### src/rtl/mem_port_arbiter.sv
// mem_port_arbiter
// ----------------
// Shares one memory port between the instruction fetch unit (read-only) and
// the load/store unit (read/write). One transaction is in flight at a time.
// The response is routed back to whichever requester issued the request.
// The LSU normally wins arbitration. The IFU is forced through after
// STARVE_LIMIT consecutive LSU grants that it sat through. If memory stays
// silent for TIMEOUT wait cycles, an error response is returned to the owner.
//
// Ports:
//   clk, reset          clock; synchronous active-high reset
//   ifu_req_*           IFU read request (valid/ready, raddr)
//   ifu_resp_*          IFU response strobe, read data, timeout error flag
//   lsu_req_*           LSU request (valid/ready, wen, addr, wdata, wmask)
//   lsu_resp_*          LSU response strobe, read data, timeout error flag
//   mem_req_*           request to memory (valid/ready, wen, addr, wdata, wmask)
//   mem_resp_valid      memory response strobe
//   mem_rdata           memory read data
module mem_port_arbiter #(
  parameter int TIMEOUT      = 256,
  parameter int STARVE_LIMIT = 4
) (
  input  logic        clk,
  input  logic        reset,
  input  logic        ifu_req_valid,
  output logic        ifu_req_ready,
  input  logic [31:0] ifu_raddr,
  output logic        ifu_resp_valid,
  output logic [31:0] ifu_rdata,
  output logic        ifu_resp_err,
  input  logic        lsu_req_valid,
  output logic        lsu_req_ready,
  input  logic        lsu_wen,
  input  logic [31:0] lsu_addr,
  input  logic [31:0] lsu_wdata,
  input  logic [7:0]  lsu_wmask,
  output logic        lsu_resp_valid,
  output logic [31:0] lsu_rdata,
  output logic        lsu_resp_err,
  output logic        mem_req_valid,
  input  logic        mem_req_ready,
  output logic        mem_wen,
  output logic [31:0] mem_addr,
  output logic [31:0] mem_wdata,
  output logic [7:0]  mem_wmask,
  input  logic        mem_resp_valid,
  input  logic [31:0] mem_rdata
);

  localparam int TW = (TIMEOUT < 2) ? 1 : $clog2(TIMEOUT);
  localparam int SW = (STARVE_LIMIT < 1) ? 1 : $clog2(STARVE_LIMIT + 1);

  typedef enum logic [1:0] {
    IDLE     = 2'd0,
    WAIT_IFU = 2'd1,
    WAIT_LSU = 2'd2
  } state_t;

  state_t        state_reg, state_next;
  logic [TW-1:0] timer_reg, timer_next;
  logic [SW-1:0] starve_cnt_reg, starve_cnt_next;

  logic starve_at_limit;
  logic lsu_win;
  logic ifu_win;
  logic timeout_hit;
  logic resp_fire;

  always_ff @(posedge clk) begin
    if (reset) begin
      state_reg      <= IDLE;
      timer_reg      <= '0;
      starve_cnt_reg <= '0;
    end else begin
      state_reg      <= state_next;
      timer_reg      <= timer_next;
      starve_cnt_reg <= starve_cnt_next;
    end
  end

  always_comb begin
    state_next      = state_reg;
    timer_next      = timer_reg;
    starve_cnt_next = starve_cnt_reg;

    ifu_req_ready  = 1'b0;
    ifu_resp_valid = 1'b0;
    ifu_rdata      = '0;
    ifu_resp_err   = 1'b0;
    lsu_req_ready  = 1'b0;
    lsu_resp_valid = 1'b0;
    lsu_rdata      = '0;
    lsu_resp_err   = 1'b0;
    mem_req_valid  = 1'b0;
    mem_wen        = 1'b0;
    mem_addr       = '0;
    mem_wdata      = '0;
    mem_wmask      = '0;

    starve_at_limit = (starve_cnt_reg == SW'(STARVE_LIMIT));
    // The IFU only overrides the LSU once it has been passed over enough times.
    lsu_win     = lsu_req_valid && !(ifu_req_valid && starve_at_limit);
    ifu_win     = !lsu_win && ifu_req_valid;
    timeout_hit = (timer_reg == TW'(TIMEOUT - 1));
    // A real response on the timeout cycle takes precedence over the error.
    resp_fire   = mem_resp_valid || timeout_hit;

    // All strobes are gated off while reset is held.
    if (!reset) begin
      case (state_reg)
        IDLE: begin
          if (lsu_win) begin
            mem_req_valid = 1'b1;
            mem_wen       = lsu_wen;
            mem_addr      = lsu_addr;
            mem_wdata     = lsu_wdata;
            mem_wmask     = lsu_wmask;
            lsu_req_ready = mem_req_ready;
            if (mem_req_ready) begin
              state_next = WAIT_LSU;
              timer_next = '0;
              // Count only LSU grants the IFU actually waited through.
              if (!ifu_req_valid) begin
                starve_cnt_next = '0;
              end else if (!starve_at_limit) begin
                starve_cnt_next = starve_cnt_reg + SW'(1);
              end
            end
          end else if (ifu_win) begin
            mem_req_valid = 1'b1;
            mem_addr      = ifu_raddr;
            ifu_req_ready = mem_req_ready;
            if (mem_req_ready) begin
              state_next      = WAIT_IFU;
              timer_next      = '0;
              starve_cnt_next = '0;
            end
          end
        end

        WAIT_IFU: begin
          if (resp_fire) begin
            ifu_resp_valid = 1'b1;
            ifu_resp_err   = !mem_resp_valid;
            ifu_rdata      = mem_resp_valid ? mem_rdata : 32'd0;
            state_next     = IDLE;
          end else begin
            timer_next = timer_reg + TW'(1);
          end
        end

        WAIT_LSU: begin
          if (resp_fire) begin
            lsu_resp_valid = 1'b1;
            lsu_resp_err   = !mem_resp_valid;
            lsu_rdata      = mem_resp_valid ? mem_rdata : 32'd0;
            state_next     = IDLE;
          end else begin
            timer_next = timer_reg + TW'(1);
          end
        end

        default: begin
          state_next = IDLE;
        end
      endcase
    end
  end

endmodule

### config.mk
export PLATFORM = sky130hd
export DESIGN_NAME = mem_port_arbiter
export DESIGN_NICKNAME = d
export VERILOG_FILES = /design/src/rtl/mem_port_arbiter.sv
export SDC_FILE = /design/constraint.sdc
export NUM_CORES = 1
export LEC_CHECK = 0
export CELL_PAD_IN_SITES_DETAIL_PLACEMENT = 0
export CELL_PAD_IN_SITES_GLOBAL_PLACEMENT = 1
export CORE_MARGIN = 5
export CORE_UTILIZATION = 15
export CTS_CLUSTER_DIAMETER = 50
export DETAILED_ROUTE_END_ITERATION = 8
export GPL_TIMING_DRIVEN = 0
export PLACE_DENSITY = 0.95
export SYNTH_ARGS = -nofsm -noshare
export SYNTH_HDL_FRONTEND = slang
export SYNTH_SLANG_ARGS = --single-unit
### constraint.sdc
create_clock -name clk -period 3.95 [get_ports clk]
set_input_delay 0.5925 -clock clk [delete_from_list [all_inputs] [get_ports clk]]
set_output_delay 0.5925 -clock clk [all_outputs]
set_load 0.02 [all_outputs]
Yosys cells after proc, flatten, opt, wreduce, memory -nomap -nowiden

Cells that the tools add are included.

$add $sub $neg: 2
Eq/ne operators: 12
Mux-type cells: 57
Reductions and logical operators: 14

Operator list:

| kind                                                                     | count |
|---|---|
| 32-bit two-way mux                                                       | 13 |
| 8-bit two-way mux                                                        | 7 |
| 1-bit two-way mux                                                        | 24 |
| 3-bit two-way mux                                                        | 6 |
| 8-bit one-hot mux with 2 select lines                                    | 1 |
| 3-bit inequality test (second input constant)                            | 4 |
| 2-bit two-way mux                                                        | 5 |
| 8-bit by 1-bit adder with 8-bit output (second input constant)           | 1 |
| 8-bit equality test (second input constant)                              | 1 |
| 2-bit inequality test (second input constant)                            | 3 |
| 5-bit AND reduction                                                      | 1 |
| 2-bit one-hot mux with 2 select lines                                    | 1 |
| 4-bit AND reduction                                                      | 1 |
| 2-bit nonzero test                                                       | 2 |
| 3-bit by 1-bit adder with 3-bit output (second input constant)           | 1 |
| 3-bit equality test (second input constant)                              | 1 |
| 1-bit logical AND                                                        | 3 |
| 1-bit zero test                                                          | 3 |
| 3-bit AND reduction                                                      | 1 |
| 2-bit by 1-bit equality test with 1-bit output (second input constant)   | 1 |
| 2-bit equality test (second input constant)                              | 1 |
| 2-bit zero test                                                          | 1 |
| 2-bit by 1-bit inequality test with 1-bit output (second input constant) | 1 |
| 2-bit OR reduction                                                       | 1 |
| 1-bit logical OR                                                         | 1 |

Register bits after elaboration: 13
Bits of input ports: 143
Output and inout port bits: 144
Word-level logic and storage cells: 88

Longest topological paths before layout

Depth in word-level cells: 10
Gate-level depth with buffers: 8
Gate-level depth less buffers: 6

Worst setup path after synthesis

No wires, ideal clock.

Path type: input to output
From: input reset
To: output lsu_resp_err
Data arrival time: 1.697 ns
Slack: 1.661 ns
Stages on the path: 4
Buffers on the path: 1
Cell sequence: clkbuf_2 -> inv_2 -> nand2_1 -> nor4_1

Word-level cells in the longest chain between the ends: 1

RTL lines:

| item              | RTL line | source |
|---|---|---|
| start, declared   | 24       | `input logic reset,` |
| 1-bit two-way mux | 109      | `if (!reset) begin` |
| end, declared     | 39       | `output logic lsu_resp_err,` |

Every way passes these cells.

Worst setup path after layout

From: input lsu_req_valid
To: output mem_wmask[5]

Word-level cells in the longest chain between the ends: 4

RTL lines:

| item              | RTL line | source |
|---|---|---|
| start, declared   | 31       | `input logic lsu_req_valid,` |
| 1-bit logical AND | 102      | `lsu_win = lsu_req_valid && !(ifu_req_valid && starve_at_limit);` |
| 8-bit two-way mux | 112      | `if (lsu_win) begin` |
| 8-bit two-way mux | 110      | `case (state_reg)` |
| 8-bit two-way mux | 109      |  |
| end, declared     | 45       | `output logic [7:0] mem_wmask,` |

Every way passes these cells.

==> run summary <==
Outcome - finished clean
Max FFs per register - 8
Final WL - 12.48 mm
Lkg Pwr - 0.001863 uW
Ports - 287
Final hold vios - 0
Hold buffer count at CTS - 0
Number of synthesized flops with an enable pin - 0
Max Cap Viol - 0
Area delta synth->final - 154.4%
Die area - 15990 um^2
Pin count of the biggest net entering global routing - 11
Worst Max-Slew Pin Slew - 0.5009 ns
Clock sink total - 13
Global-route wire length before repair - 18.82 mm
Rows - 42
WP data arrival - 2.83 ns
Core area - 13300 um^2
Met2 wire len - 6.176 mm
Sequential fraction of the synthesis area - 12.79%
Final setup vio count - 0
Syn Area/Cell - 5.559 um^2
H-Tree Depth - 1
RSZ-0062 raised after global routing - false
Synth Net Count - 515
ANT cells - 0
Hold slack - 0.4678 ns
Crit path time final - 3.424 ns
Gr ovfl total - 0
Met1 wire length - 5.136 mm
Wire per inst - 15.03 um
Hold WC Path Type - register to register
CTS tree - yes
Netlist cell types - 37
Setup ws final - 0.5261 ns
Highest Signal Layer - met4
Ys Warns - 0
Gpl congestion - 0.8285
Via count - 3511
Layout cells sized above 1 - 3.823%
Skew-Pair Late Insertion Delay - 0.24 ns
Antenna violations before repair - 0
PortBufs - 284
Synth Flop Type - dfxtp_1
Setup crit end kind - output pin
Power Density - 155.5 nW/um^2
Dpl ws - 0.4293 ns
Crit Path Max Fanout - 10
Initial DRC Count - 120
Initial Util - 15.30%
# resized after CTS - 0
All-layer global routing usage - 14.14%
Fmax - 292.1 MHz
WP data required - 3.36 ns
Die Y - 126.5 um
Residual DRC - 0
Synthesized area - 2034 um^2
Max-slew headroom - 66.60%
Fin nets - 804
DP Wirelength - 10.50 mm
Number of CTS-inserted buffers - 3
Die width - 126.5 um
CTS Buffer Depth - 2
First drt pass iteration count - 4
Total Power - 805.1 uW
Post-Syn Instances - 366
Met3 WL post-DR - 1.052 mm
Final Skew - 0.001239 ns
Final period util - 86.68%
Commonest non-fill, non-tap cells in the layout - clkdlybuf4s50_1, nand2_1, nor2_1
CTS root buf - clkbuf_16
Setup TNS - 0 ns
Post-synth ARST share - 0%
Register bit total from synthesis - 13
Most common cell after layout, fill and taps aside - clkdlybuf4s50_1
Antenna Nets Post-Route - 0
Vias/cell - 4.230
Vias in the first global route - 3518
Max Slew Vio Count - 0
Maximum VDD drop - 0.1387 mV
Clock slew at reported path FFs - 0.04 ns
Type of the worst setup path - input port to output pin
Startpoint Class - input port
Post-CTS setup buffer count - 0
## metal layers
| layer | vias to the layer above | track usage, % |
|---|---|---|
| met1 | 1556 | 17.04 |
| met3 | 8 | 3.951 |
| li1 | 1788 | - |
| met4 | 0 | 1.325 |
| met2 | 159 | 25.87 |
| met5 | - | 0 |
## report_power, final
part	total, uW	switching, uW	internal [uW]
logic	481	222	259
clock network	186	50.8	136
registers	137	2.51	135
total	805	275	530
## path summary, 6_finish.rpt
check,from,end,slack (ns),depth (start not counted)
hold reg to reg,timer_reg[7]$_SDFFE_PP0P_,timer_reg[7]$_SDFFE_PP0P_,0.47,1
setup / recovery,lsu_req_valid,mem_wmask[5],0.53,5
setup reg to reg,state_reg[1]$_SDFFE_PP0P_,timer_reg[0]$_SDFFE_PP0P_,2.27,6
hold / removal,timer_reg[7]$_SDFFE_PP0P_,timer_reg[7]$_SDFFE_PP0P_,0.47,1
## synth_stat cells, types with 3 or more instances
| cell type | count | area, um^2 |
|---|---|---|
| nand2_1 | 78 | 292.8 |
| o211ai_1 | 3 | 22.52 |
| dfxtp_1 | 13 | 260.3 |
| ha_1 | 6 | 75.07 |
| inv_1 | 7 | 26.28 |
| o21a_1 | 3 | 22.52 |
| clkbuf_1 | 18 | 67.56 |
| nor3_1 | 3 | 15.01 |
| and2_1 | 43 | 269.0 |
| buf_2 | 8 | 40.04 |
| a21oi_1 | 35 | 175.2 |
| nand3_1 | 38 | 190.2 |
| a31oi_1 | 6 | 37.54 |
| nor2_1 | 74 | 277.8 |
| nor4_1 | 3 | 18.77 |
## worst max-delay path, cell delays in order
cell and delay (ns):
clkdlybuf4s50_1 0.65, and4_1 0.40, clkbuf_1 0.35, and2_1 0.19, clkdlybuf4s50_1 0.63
## layout make-up
class                           count  area [um^2]
Sequential cell                    13        260.3
Tap cell                          176        220.2
Clock buffer                        4        78.83
Timing Repair Buffer              284         2843
Inverter                            8        30.03
Buffer                             29        127.6
Fill cell                        1413         8119
Multi-Input combinational cell    316         1617
## stage by stage
step / utilization (%) / area [um^2] / cells
final: 38.93 / 5176 / 830
after global routing: 38.93 / 5176 / 830
after CTS: 38.93 / 5176 / 830
after detailed placement: 38.34 / 5097 / 826
after global placement: 38.34 / 5097 / 826
after floorplan: - / 2034 / 366
## cell families after synthesis
family                   count (synthesis)  synth area share, %
adder cells (fa/ha/maj)                  6                3.690
flip-flops                              13                12.79
AND/OR/NAND/NOR                        252                57.75
multiplexers                             1               0.5535
AO/OA/AOI/OAI                           57                17.47
buffers and inverters                   37                7.749
No activity file was read; power rests on OpenSTA's default activity.
